`src/rtl/powerup_ctrl.sv`:
```
// Speed power-up scheduler shared by both tanks: spawn delay, pseudo-random placement,
// collision arbitration between the two tanks and a timed speed_upgrade pulse.
module powerup_ctrl #(
    parameter int unsigned SPAWN_DELAY    = 600,
    parameter int unsigned DESPAWN_FRAMES = 450,
    parameter int unsigned ACTIVE_FRAMES  = 300,
    parameter int unsigned PU_SIZE        = 6,
    parameter logic [15:0] LFSR_SEED      = 16'hACE1
) (
    input  logic       frame_clk,
    input  logic       Reset,
    input  logic       game_active,
    input  logic [9:0] p1_x,
    input  logic [9:0] p1_y,
    input  logic [9:0] p1_s,
    input  logic [9:0] p2_x,
    input  logic [9:0] p2_y,
    input  logic [9:0] p2_s,
    output logic       pu_visible,
    output logic [9:0] pu_x,
    output logic [9:0] pu_y,
    output logic       speed_upgrade_p1,
    output logic       speed_upgrade_p2,
    output logic [9:0] frames_left
);

    typedef enum logic [1:0] {StWait, StSpawned, StActive} state_e;

    localparam logic [9:0]  SpawnCnt   = 10'(SPAWN_DELAY);
    localparam logic [9:0]  DespawnCnt = 10'(DESPAWN_FRAMES);
    localparam logic [9:0]  ActiveCnt  = 10'(ACTIVE_FRAMES);
    localparam logic [10:0] PuReach    = 11'(PU_SIZE);

    state_e      state_q, state_d;
    logic [9:0]  cnt_q, cnt_d;
    logic [15:0] lfsr_q, lfsr_d;
    logic        tie_pri_q, tie_pri_d;
    logic        vis_q, vis_d;
    logic [9:0]  pu_x_q, pu_x_d;
    logic [9:0]  pu_y_q, pu_y_d;
    logic        up1_q, up1_d;
    logic        up2_q, up2_d;
    logic        hit1, hit2;

    // Widen to 11 bits before subtracting so the distance and reach never wrap.
    function automatic logic in_reach(input logic [9:0] px, input logic [9:0] py,
                                      input logic [9:0] ps, input logic [9:0] cx,
                                      input logic [9:0] cy);
        logic [10:0] dx, dy, reach;
        dx    = (px >= cx) ? ({1'b0, px} - {1'b0, cx}) : ({1'b0, cx} - {1'b0, px});
        dy    = (py >= cy) ? ({1'b0, py} - {1'b0, cy}) : ({1'b0, cy} - {1'b0, py});
        reach = {1'b0, ps} + PuReach;
        return (dx <= reach) && (dy <= reach);
    endfunction

    assign hit1 = in_reach(p1_x, p1_y, p1_s, pu_x_q, pu_y_q);
    assign hit2 = in_reach(p2_x, p2_y, p2_s, pu_x_q, pu_y_q);

    always_comb begin
        state_d   = state_q;
        cnt_d     = cnt_q;
        tie_pri_d = tie_pri_q;
        vis_d     = vis_q;
        pu_x_d    = pu_x_q;
        pu_y_d    = pu_y_q;
        up1_d     = up1_q;
        up2_d     = up2_q;
        lfsr_d    = {lfsr_q[14:0], lfsr_q[15] ^ lfsr_q[13] ^ lfsr_q[12] ^ lfsr_q[10]};

        if (!game_active) begin
            state_d = StWait;
            cnt_d   = SpawnCnt;
            vis_d   = 1'b0;
            up1_d   = 1'b0;
            up2_d   = 1'b0;
        end else begin
            case (state_q)
                StWait: begin
                    if (cnt_q == 10'd1) begin
                        // Placement uses the pre-shift LFSR value.
                        pu_x_d  = 10'd64 + {1'b0, lfsr_q[8:0]};
                        pu_y_d  = 10'd112 + {2'b0, lfsr_q[15:8]};
                        vis_d   = 1'b1;
                        cnt_d   = DespawnCnt;
                        state_d = StSpawned;
                    end else begin
                        cnt_d = cnt_q - 10'd1;
                    end
                end
                StSpawned: begin
                    if (hit1 || hit2) begin
                        if (hit1 && hit2) begin
                            up1_d     = ~tie_pri_q;
                            up2_d     = tie_pri_q;
                            tie_pri_d = ~tie_pri_q;
                        end else begin
                            up1_d = hit1;
                            up2_d = hit2;
                        end
                        vis_d   = 1'b0;
                        cnt_d   = ActiveCnt;
                        state_d = StActive;
                    end else if (cnt_q == 10'd1) begin
                        vis_d   = 1'b0;
                        cnt_d   = SpawnCnt;
                        state_d = StWait;
                    end else begin
                        cnt_d = cnt_q - 10'd1;
                    end
                end
                StActive: begin
                    if (cnt_q == 10'd1) begin
                        up1_d   = 1'b0;
                        up2_d   = 1'b0;
                        cnt_d   = SpawnCnt;
                        state_d = StWait;
                    end else begin
                        cnt_d = cnt_q - 10'd1;
                    end
                end
                default: begin
                    vis_d   = 1'b0;
                    up1_d   = 1'b0;
                    up2_d   = 1'b0;
                    cnt_d   = SpawnCnt;
                    state_d = StWait;
                end
            endcase
        end
    end

    always_ff @(posedge frame_clk or posedge Reset) begin
        if (Reset) begin
            state_q   <= StWait;
            cnt_q     <= SpawnCnt;
            lfsr_q    <= LFSR_SEED;
            tie_pri_q <= 1'b0;
            vis_q     <= 1'b0;
            pu_x_q    <= 10'd0;
            pu_y_q    <= 10'd0;
            up1_q     <= 1'b0;
            up2_q     <= 1'b0;
        end else begin
            state_q   <= state_d;
            cnt_q     <= cnt_d;
            lfsr_q    <= lfsr_d;
            tie_pri_q <= tie_pri_d;
            vis_q     <= vis_d;
            pu_x_q    <= pu_x_d;
            pu_y_q    <= pu_y_d;
            up1_q     <= up1_d;
            up2_q     <= up2_d;
        end
    end

    assign pu_visible       = vis_q;
    assign pu_x             = pu_x_q;
    assign pu_y             = pu_y_q;
    assign speed_upgrade_p1 = up1_q;
    assign speed_upgrade_p2 = up2_q;
    assign frames_left      = cnt_q;

endmodule

```
`config.mk`:
```
export PLATFORM = sky130hd
export DESIGN_NAME = powerup_ctrl
export DESIGN_NICKNAME = d
export VERILOG_FILES = /design/src/rtl/powerup_ctrl.sv
export SDC_FILE = /design/constraint.sdc
export NUM_CORES = 1
export LEC_CHECK = 0
export CORE_ASPECT_RATIO = 1.5
export CORE_UTILIZATION = 57
export CTS_CLUSTER_SIZE = 30
export DETAILED_ROUTE_END_ITERATION = 8
export PLACE_DENSITY = 0.81
export SLEW_MARGIN = 5
export SYNTH_ARGS = -nofsm -noshare
export SYNTH_HDL_FRONTEND = slang
export SYNTH_SLANG_ARGS = --single-unit
```
`constraint.sdc`:
```
create_clock -name frame_clk -period 5.3 [get_ports frame_clk]
set_input_delay 1.06 -clock frame_clk [delete_from_list [all_inputs] [get_ports frame_clk]]
set_output_delay 1.06 -clock frame_clk [all_outputs]
set_load 0.1 [all_outputs]
```
==> impl_metrics.toml, run 1 <==
[outcome]
outcome = "completed"

[synthesis]
synth-warning-count = 0
avgSynthCellArea_sq_um = 8.417
synth_sequential_area_ratio_pct = 18.71
synth_enable_flop_cells = 0
ys_seq_elements = 51
syn_nets = 1017
post_syn_area_sq_mm = 0.006902
synthesis.instances = 820
postSynth.asyncResetShare_pct = 100.0
postSynth.topFlopCell = "sky130_fd_sc_hd__dfrtp_1"
synth.lib_cells_used.distinct = 77

[power_and_ir_drop]
static-leakage-power_nw = 4.361
combinationalPowerShare_pct = 48.3
power.sequential.fraction_pct = 27.6
power.share.switching_pct = 37.11
cellInternalPower_mw = 0.9556
power.switching_mw = 0.5640
report.power.total_mw = 1.520
power-per-cell-area_mw_per_mm2 = 170.5
ir_drop_mv = 0.4167
share_clk_of_total_power_pct = 24.2

[routing]
detail_route.wirelength_mm = 19.64
route.antenna.remaining_nets = 0
number_of_vias_per_cell = 5.777
drc = 0
detail_route.wl_per_cell_microns = 17.14
drt_first_pass_iters = 5
vias = 6621
dr.first_iter.drc_count = 368

[timing]
clock.fmax_ghz = 0.1954
timing_hold_violations_final = 0
maxSlewHeadroom_pct = 32.58
period_share_pct = 96.56
layout_min_cycle_time_ns = 5.118
worst_slew_pin_slew_ns = 1.008
timing.final.setup_violations = 0
worst_clock_skew_ns = 0.006209
maxSlewViolCount = 0
holdWs_ns = 0.3766

[clocking]
cts-hold-fix-buffers = 0
cts_bufs_inserted = 5
cts_num_sinks = 51
clkSlewWorstSetupHoldPaths_ns = 0.07
clock_insertion_delay_at_the_later_pin_of_the_skew_report_ns = 0.29
cts-root-buf = "sky130_fd_sc_hd__clkbuf_16"
clock_tree.htree_level_count = 2
cts_max_path_buffers = 2
tritoncts = "yes"

[setup_path]
category_of_the_worst_setup_path_capture_point = "register"
critical_path.n_buffers_inverters = 2
timing.critical_path.max_delay_family = "compound AO/OA/AOI/OAI gates"
critical_path.startpoint_type = "input pin"
criticalPathCategory = "input pin to register"
crit_chain = "clkdlybuf4s50_1, inv_1, ha_1, nand2b_1, a21oi_2, a21oi_1, o31ai_4, mux2_2, a31o_1, a21oi_1, xnor2_1, ha_1, a21o_1, a21o_1, a21oi_2, nand2_1, o21a_1, o21ai_4, o21ai_0, and4_1"
worst_ep_required_time_ns = 5.48
crit_slowest_cell = "sky130_fd_sc_hd__clkdlybuf4s50_1"
critical_path_arrival_ns = 5.30
largest_fanout_on_the_critical_path = 5
slowest_delay_ns = 0.48

[run]
drv.max_cap_violation_count = 0

[die]
initial_util_pct = 59.24
rows = 48
design.core.area_sq_mm = 0.01165
design.die.area_sq_mm = 0.01256
chip_width_microns = 91.85
design.portCount = 96
die_height_microns = 136.8

[finish]
multiInputGateArea_sq_mm = 0.005189
finish.net_count = 1192
fill_cells = 865
area_growth_pct = 29.15
seq_area_sq_mm = 0.001291
layout-drive-gt1-share_pct = 17.37
antenna_cells = 0

[grt]
global_route_wire_length_before_repair_mm = 31.55
grt.overflow.total = 0
grtUsageTotal_pct = 31.49
number_of_antenna_violations_at_the_first_check_in_global_routing = 0
grt_max_degree = 52
grt_pass1_vias = 6795

[placement]
place.port_buffers = 94
hpwl_mm = 16.24
routabilityCongestion = 0.9163

[hold_path]
timing.hold.worst.class = "register to register"
## stage by stage
step	util, %	setup slack [ns]	TNS (ns)	cell area (sq um)	instances
2_1_floorplan	-	0.3469	0	6902	820
3_3_place_gp	74.10	-0.2298	-2.506	8633	1137
3_5_place_dp	74.10	-0.3726	-4.454	8633	1137
4_1_cts	75.60	0.007688	0	8808	1145
5_1_grt	76.50	-0.01303	-0.01303	8914	1146
6_report	76.50	0.1821	0	8914	1146
## final cells by class
cell class                      instances  share of cell area, %
Sequential cell                        51                  14.49
Clock buffer                            5                  1.404
Clock inverter                          3                 0.5194
Multi-Input combinational cell        639                  58.21
Tap cell                              150                  2.106
Inverter                              106                  4.464
Timing Repair Buffer                  192                  18.81
## logic make-up after synthesis
family / after synthesis / synth area share (%)
compound gates: 236 / 22.68
xor+xnor: 58 / 7.360
fa+ha+maj: 134 / 25.16
buf+inv: 130 / 7.578
flops: 51 / 18.71
mux: 35 / 5.511
other cells: 1 / 0.05434
simple gates: 175 / 12.94
## power groups by stage
| stage | sequential [mW] | clock (mW) | combinational [mW] |
|---|---|---|---|
| detailed placement | 0.425 | 0 | 0.687 |
| global route | 0.420 | 0.388 | 0.794 |
| floorplan | 0.496 | 0 | 0.377 |
| global placement | 0.425 | 0 | 0.662 |
| finish | 0.419 | 0.368 | 0.733 |
| CTS | 0.418 | 0.372 | 0.695 |
## cell usage in the layout (no fill, tap or decap), types with 11 or more instances in the layout
cell type,count
sky130_fd_sc_hd__mux2i_1,13
sky130_fd_sc_hd__ha_1,126
sky130_fd_sc_hd__dfstp_2,12
sky130_fd_sc_hd__xor2_1,23
sky130_fd_sc_hd__nor3_1,16
sky130_fd_sc_hd__nor2_1,30
sky130_fd_sc_hd__dfrtp_1,39
sky130_fd_sc_hd__nor2b_1,11
sky130_fd_sc_hd__a21oi_1,67
sky130_fd_sc_hd__nand3_1,11
sky130_fd_sc_hd__inv_1,103
sky130_fd_sc_hd__buf_4,98
sky130_fd_sc_hd__o21ai_0,41
sky130_fd_sc_hd__mux2_2,16
sky130_fd_sc_hd__clkdlybuf4s50_1,94
sky130_fd_sc_hd__nand2_1,53
sky130_fd_sc_hd__xnor2_1,35
sky130_fd_sc_hd__nand4_1,11
sky130_fd_sc_hd__a21o_1,32
## synthesized netlist by cell type, drive strengths merged, types with 5 or more instances
master  number  area (sq um)
buf         15         91.34
nand4       11         68.82
o21a         7         52.55
nand2b      10         62.56
fa           8         160.2
inv        106         397.9
ha         126          1577
a21oi       73         380.4
clkbuf       9         33.78
mux2        21         240.2
and3         5         31.28
mux2i       14         140.1
a31oi        8         65.06
o21ai       53         265.3
nand3       12         65.06
o31ai        5         51.30
xnor2       35         306.5
o21bai       6         45.04
nor2        32         122.6
xor2        23         201.4
a21o        35         266.5
dfstp       12         315.3
nor2b       12         82.58
nor4         5         37.53
dfrtp       39         975.9
a211oi       8         60.06
nor3        17         85.08
nand2       53         198.9
## worst paths after layout
kind / startpoint / end / slack (ns) / cells past startpoint
min in group asynchronous: Reset / pu_x[1]$_DFFE_PP0P_ / 1.32 / 2
max: p2_x[1] / frames_left[0]$_DFF_PP0_ / 0.18 / 20
min: lfsr_q[5]$_DFF_PP1_ / lfsr_q[6]$_DFF_PP1_ / 0.38 / 0
min reg2reg: lfsr_q[5]$_DFF_PP1_ / lfsr_q[6]$_DFF_PP1_ / 0.38 / 0
max in group asynchronous: Reset / pu_y[1]$_DFFE_PP0P_ / 3.35 / 2
max reg2reg: pu_x[1]$_DFFE_PP0P_ / frames_left[0]$_DFF_PP0_ / 0.84 / 19
## timing repair
| action | in CTS | in global routing |
|---|---|---|
| hold endpoints to repair | 0 | 0 |
| setup endpoints to repair | 7 | 16 |
| gates resized for setup | 1 | 20 |
| pin swaps | 0 | 7 |
| setup buffers | 0 | 1 |
## registers in the layout, summed over array words and instances (netlist names)
register          flops
state_q               2
tie_pri_q             1
speed_upgrade_p2      1
speed_upgrade_p1      1
pu_y                  9
lfsr_q               16
pu_visible            1
pu_x                 10
frames_left          10
## layer usage
metal,routed length [microns],vias to the layer above,track usage [%]
met5,0,-,0
met3,640,61,2.056
met2,10210,190,59.45
met1,7917,3146,35.55
met4,869,0,15.36
li1,-,3224,-
No activity file was read; power rests on OpenSTA's default activity.
==> run 2: changes to the inputs <==
--- a/config.mk
+++ b/config.mk
@@ -7,9 +7,10 @@
 export LEC_CHECK = 0
 export CORE_ASPECT_RATIO = 1.5
 export CORE_UTILIZATION = 57
+export CTS_CLUSTER_DIAMETER = 200
 export CTS_CLUSTER_SIZE = 30
 export DETAILED_ROUTE_END_ITERATION = 8
-export PLACE_DENSITY = 0.81
+export PLACE_DENSITY = 0.83
 export SLEW_MARGIN = 5
 export SYNTH_ARGS = -nofsm -noshare
 export SYNTH_HDL_FRONTEND = slang
==> impl_metrics.toml, run 2 (synthesized netlist as in run 1, its figures left out) <==
[outcome]
outcome = "completed"

[die]
initial_util_pct = 59.24
die_height_microns = 136.8
design.core.area_sq_mm = 0.01165
chip_width_microns = 91.85
rows = 48
design.die.area_sq_mm = 0.01256
design.portCount = 96

[finish]
layout_commonest_cell = "sky130_fd_sc_hd__ha_1"
mostFrequentLayoutCells = "126 x sky130_fd_sc_hd__ha_1, 103 x sky130_fd_sc_hd__inv_1, 98 x sky130_fd_sc_hd__buf_4"
finish.net_count = 1193
max_reg_flops = 16
area_growth_pct = 30.13
top_register = "lfsr_q"
seq_area_sq_mm = 0.001291
antenna_cells = 0
layout-drive-gt1-share_pct = 18.15
multiInputGateArea_sq_mm = 0.005254
fill_cells = 807

[grt]
number_of_antenna_violations_at_the_first_check_in_global_routing = 0
grt_max_degree = 52
global_route_wire_length_before_repair_mm = 29.98
grt_pass1_vias = 6585
grt.overflow.total = 0
grtUsageTotal_pct = 29.83

[setup_path]
largest_fanout_on_the_critical_path = 7
critical_path_arrival_ns = 5.31
slowest_delay_ns = 0.51
worst_path_most_repeated_cell = "sky130_fd_sc_hd__a21oi_2"
critical_path.startpoint_type = "input pin"
crit_slowest_cell = "sky130_fd_sc_hd__clkdlybuf4s50_1"
worst_ep_required_time_ns = 5.46
category_of_the_worst_setup_path_capture_point = "register"
crit_chain = "clkdlybuf4s50_1, inv_1, ha_1, nand2b_1, a21oi_2, a21oi_2, o31ai_4, buf_4, mux2i_1, a21boi_2, o221ai_1, a221oi_1, ha_1, a21oi_1, nand2_1, o21a_1, or2_4, a21oi_2, o32ai_2"
criticalPathCategory = "input pin to register"

[timing]
timing.final.setup_violations = 0
setup_tns_ns = 0
maxSlewHeadroom_pct = 32.92
clock.fmax_ghz = 0.1944
period_share_pct = 97.08
maxSlewViolCount = 0
worst_slew_pin_slew_ns = 1.003
worst_clock_skew_ns = 0.007306
timing.final.ws_setup_ns = 0.1549
timing_hold_violations_final = 0
layout_min_cycle_time_ns = 5.145

[power_and_ir_drop]
cellInternalPower_mw = 0.9610
static-leakage-power_nw = 4.381
power.share.switching_pct = 37.14
combinationalPowerShare_pct = 49.1
share_clk_of_total_power_pct = 23.5
power-per-cell-area_mw_per_mm2 = 170.2
ir_drop_mv = 0.2516
power.switching_mw = 0.5679
power.sequential.fraction_pct = 27.5

[clocking]
cts-hold-fix-buffers = 0
tritoncts = "yes"
cts-root-buf = "sky130_fd_sc_hd__clkbuf_16"
clock_tree.htree_level_count = 2
cts_max_path_buffers = 2
clkSlewWorstSetupHoldPaths_ns = 0.07
cts_bufs_inserted = 5
cts_num_sinks = 51
clock_insertion_delay_at_the_later_pin_of_the_skew_report_ns = 0.29

[placement]
place.port_buffers = 94
hpwl_mm = 15.02
routabilityCongestion = 0.9467
post-place-ws_ns = -0.3480

[routing]
number_of_vias_per_cell = 5.804
vias = 6657
drt_first_pass_iters = 5
route.antenna.remaining_nets = 0
drc = 0
wl_met3_microns = 783
detail_route.wirelength_mm = 18.94
detail_route.wl_per_cell_microns = 16.51
detail_route.wirelength.met1_mm = 7.502
dr.first_iter.drc_count = 381
top_signal_layer_used = "met4"
dr_wl_met2_mm = 9.931

[run]
drv.max_cap_violation_count = 0

[hold_path]
timing.hold.worst.class = "register to register"
## run 2: cell count changes in the layout (fill, tap and decap cells not counted), moves of 2 or more
cell                       change
sky130_fd_sc_hd__o22ai_1       -2
sky130_fd_sc_hd__a21oi_1       -5
sky130_fd_sc_hd__a21oi_2       +5
sky130_fd_sc_hd__o22ai_2       +2
sky130_fd_sc_hd__clkbuf_1      +2
## run 2: stage by stage
step / power, mW / cell area, sq um / hold WS [ns] / util, % / cells
2_1_floorplan: 0.8726 / 6902 / 0.3480 / - / 820
3_3_place_gp: 1.092 / 8633 / 0.3574 / 74.10 / 1137
3_5_place_dp: 1.109 / 8633 / 0.3592 / 74.10 / 1137
4_1_cts: 1.479 / 8812 / 0.3752 / 75.63 / 1145
5_1_grt: 1.611 / 8981 / 0.3769 / 77.08 / 1147
6_report: 1.529 / 8981 / 0.3748 / 77.08 / 1147
## run 2: worst paths after layout
path | from | slack (ns) | endpoint | cells past startpoint
setup / recovery | p2_x[1] | 0.15 | speed_upgrade_p1$_DFFE_PP0P_ | 19
hold / removal | lfsr_q[2]$_DFF_PP0_ | 0.37 | lfsr_q[3]$_DFF_PP0_ | 0
setup reg to reg | pu_y[1]$_DFFE_PP0P_ | 0.93 | speed_upgrade_p1$_DFFE_PP0P_ | 17
hold reg to reg | lfsr_q[2]$_DFF_PP0_ | 0.37 | lfsr_q[3]$_DFF_PP0_ | 0
max in group asynchronous | Reset | 3.62 | frames_left[8]$_DFF_PP0_ | 3
min in group asynchronous | Reset | 1.24 | lfsr_q[2]$_DFF_PP0_ | 3
## run 2: metal layers
layer  vias up  track usage (%)
met1      3138            33.08
met5         -                0
li1       3236                -
met3        61            1.833
met4         0            13.45
met2       222            57.63
## run 2: final cells by class
type                       instances  area share, %
multi-input combinational        639          58.50
timing repair buffer             193          18.79
sequential                        51          14.38
inverter                         106          4.430
tap                              150          2.090
clock buffer                       7          1.477
clock inverter                     1         0.3344
## run 2: what timing repair did
item | in CTS | in global routing
gates resized for setup | 3 | 31
setup buffers | 0 | 2
setup endpoints to repair | 8 | 16
pin swaps | 0 | 13
## run 2: critical path: cells and delay by family
| kind | cells | cell delay [ns] |
|---|---|---|
| AND/OR/NAND/NOR | 3 | 0.49 |
| multiplexers | 1 | 0.25 |
| adder cells (fa/ha/maj) | 2 | 0.66 |
| buffers and inverters | 3 | 0.82 |
| AO/OA/AOI/OAI | 10 | 2.03 |
## run 2: power by group through the flow
stage	clock, mW	combinational (mW)	sequential, mW
floorplan	0	0.377	0.496
global placement	0	0.666	0.426
detailed placement	0	0.684	0.425
CTS	0.362	0.697	0.419
global route	0.376	0.814	0.421
finish	0.359	0.750	0.420
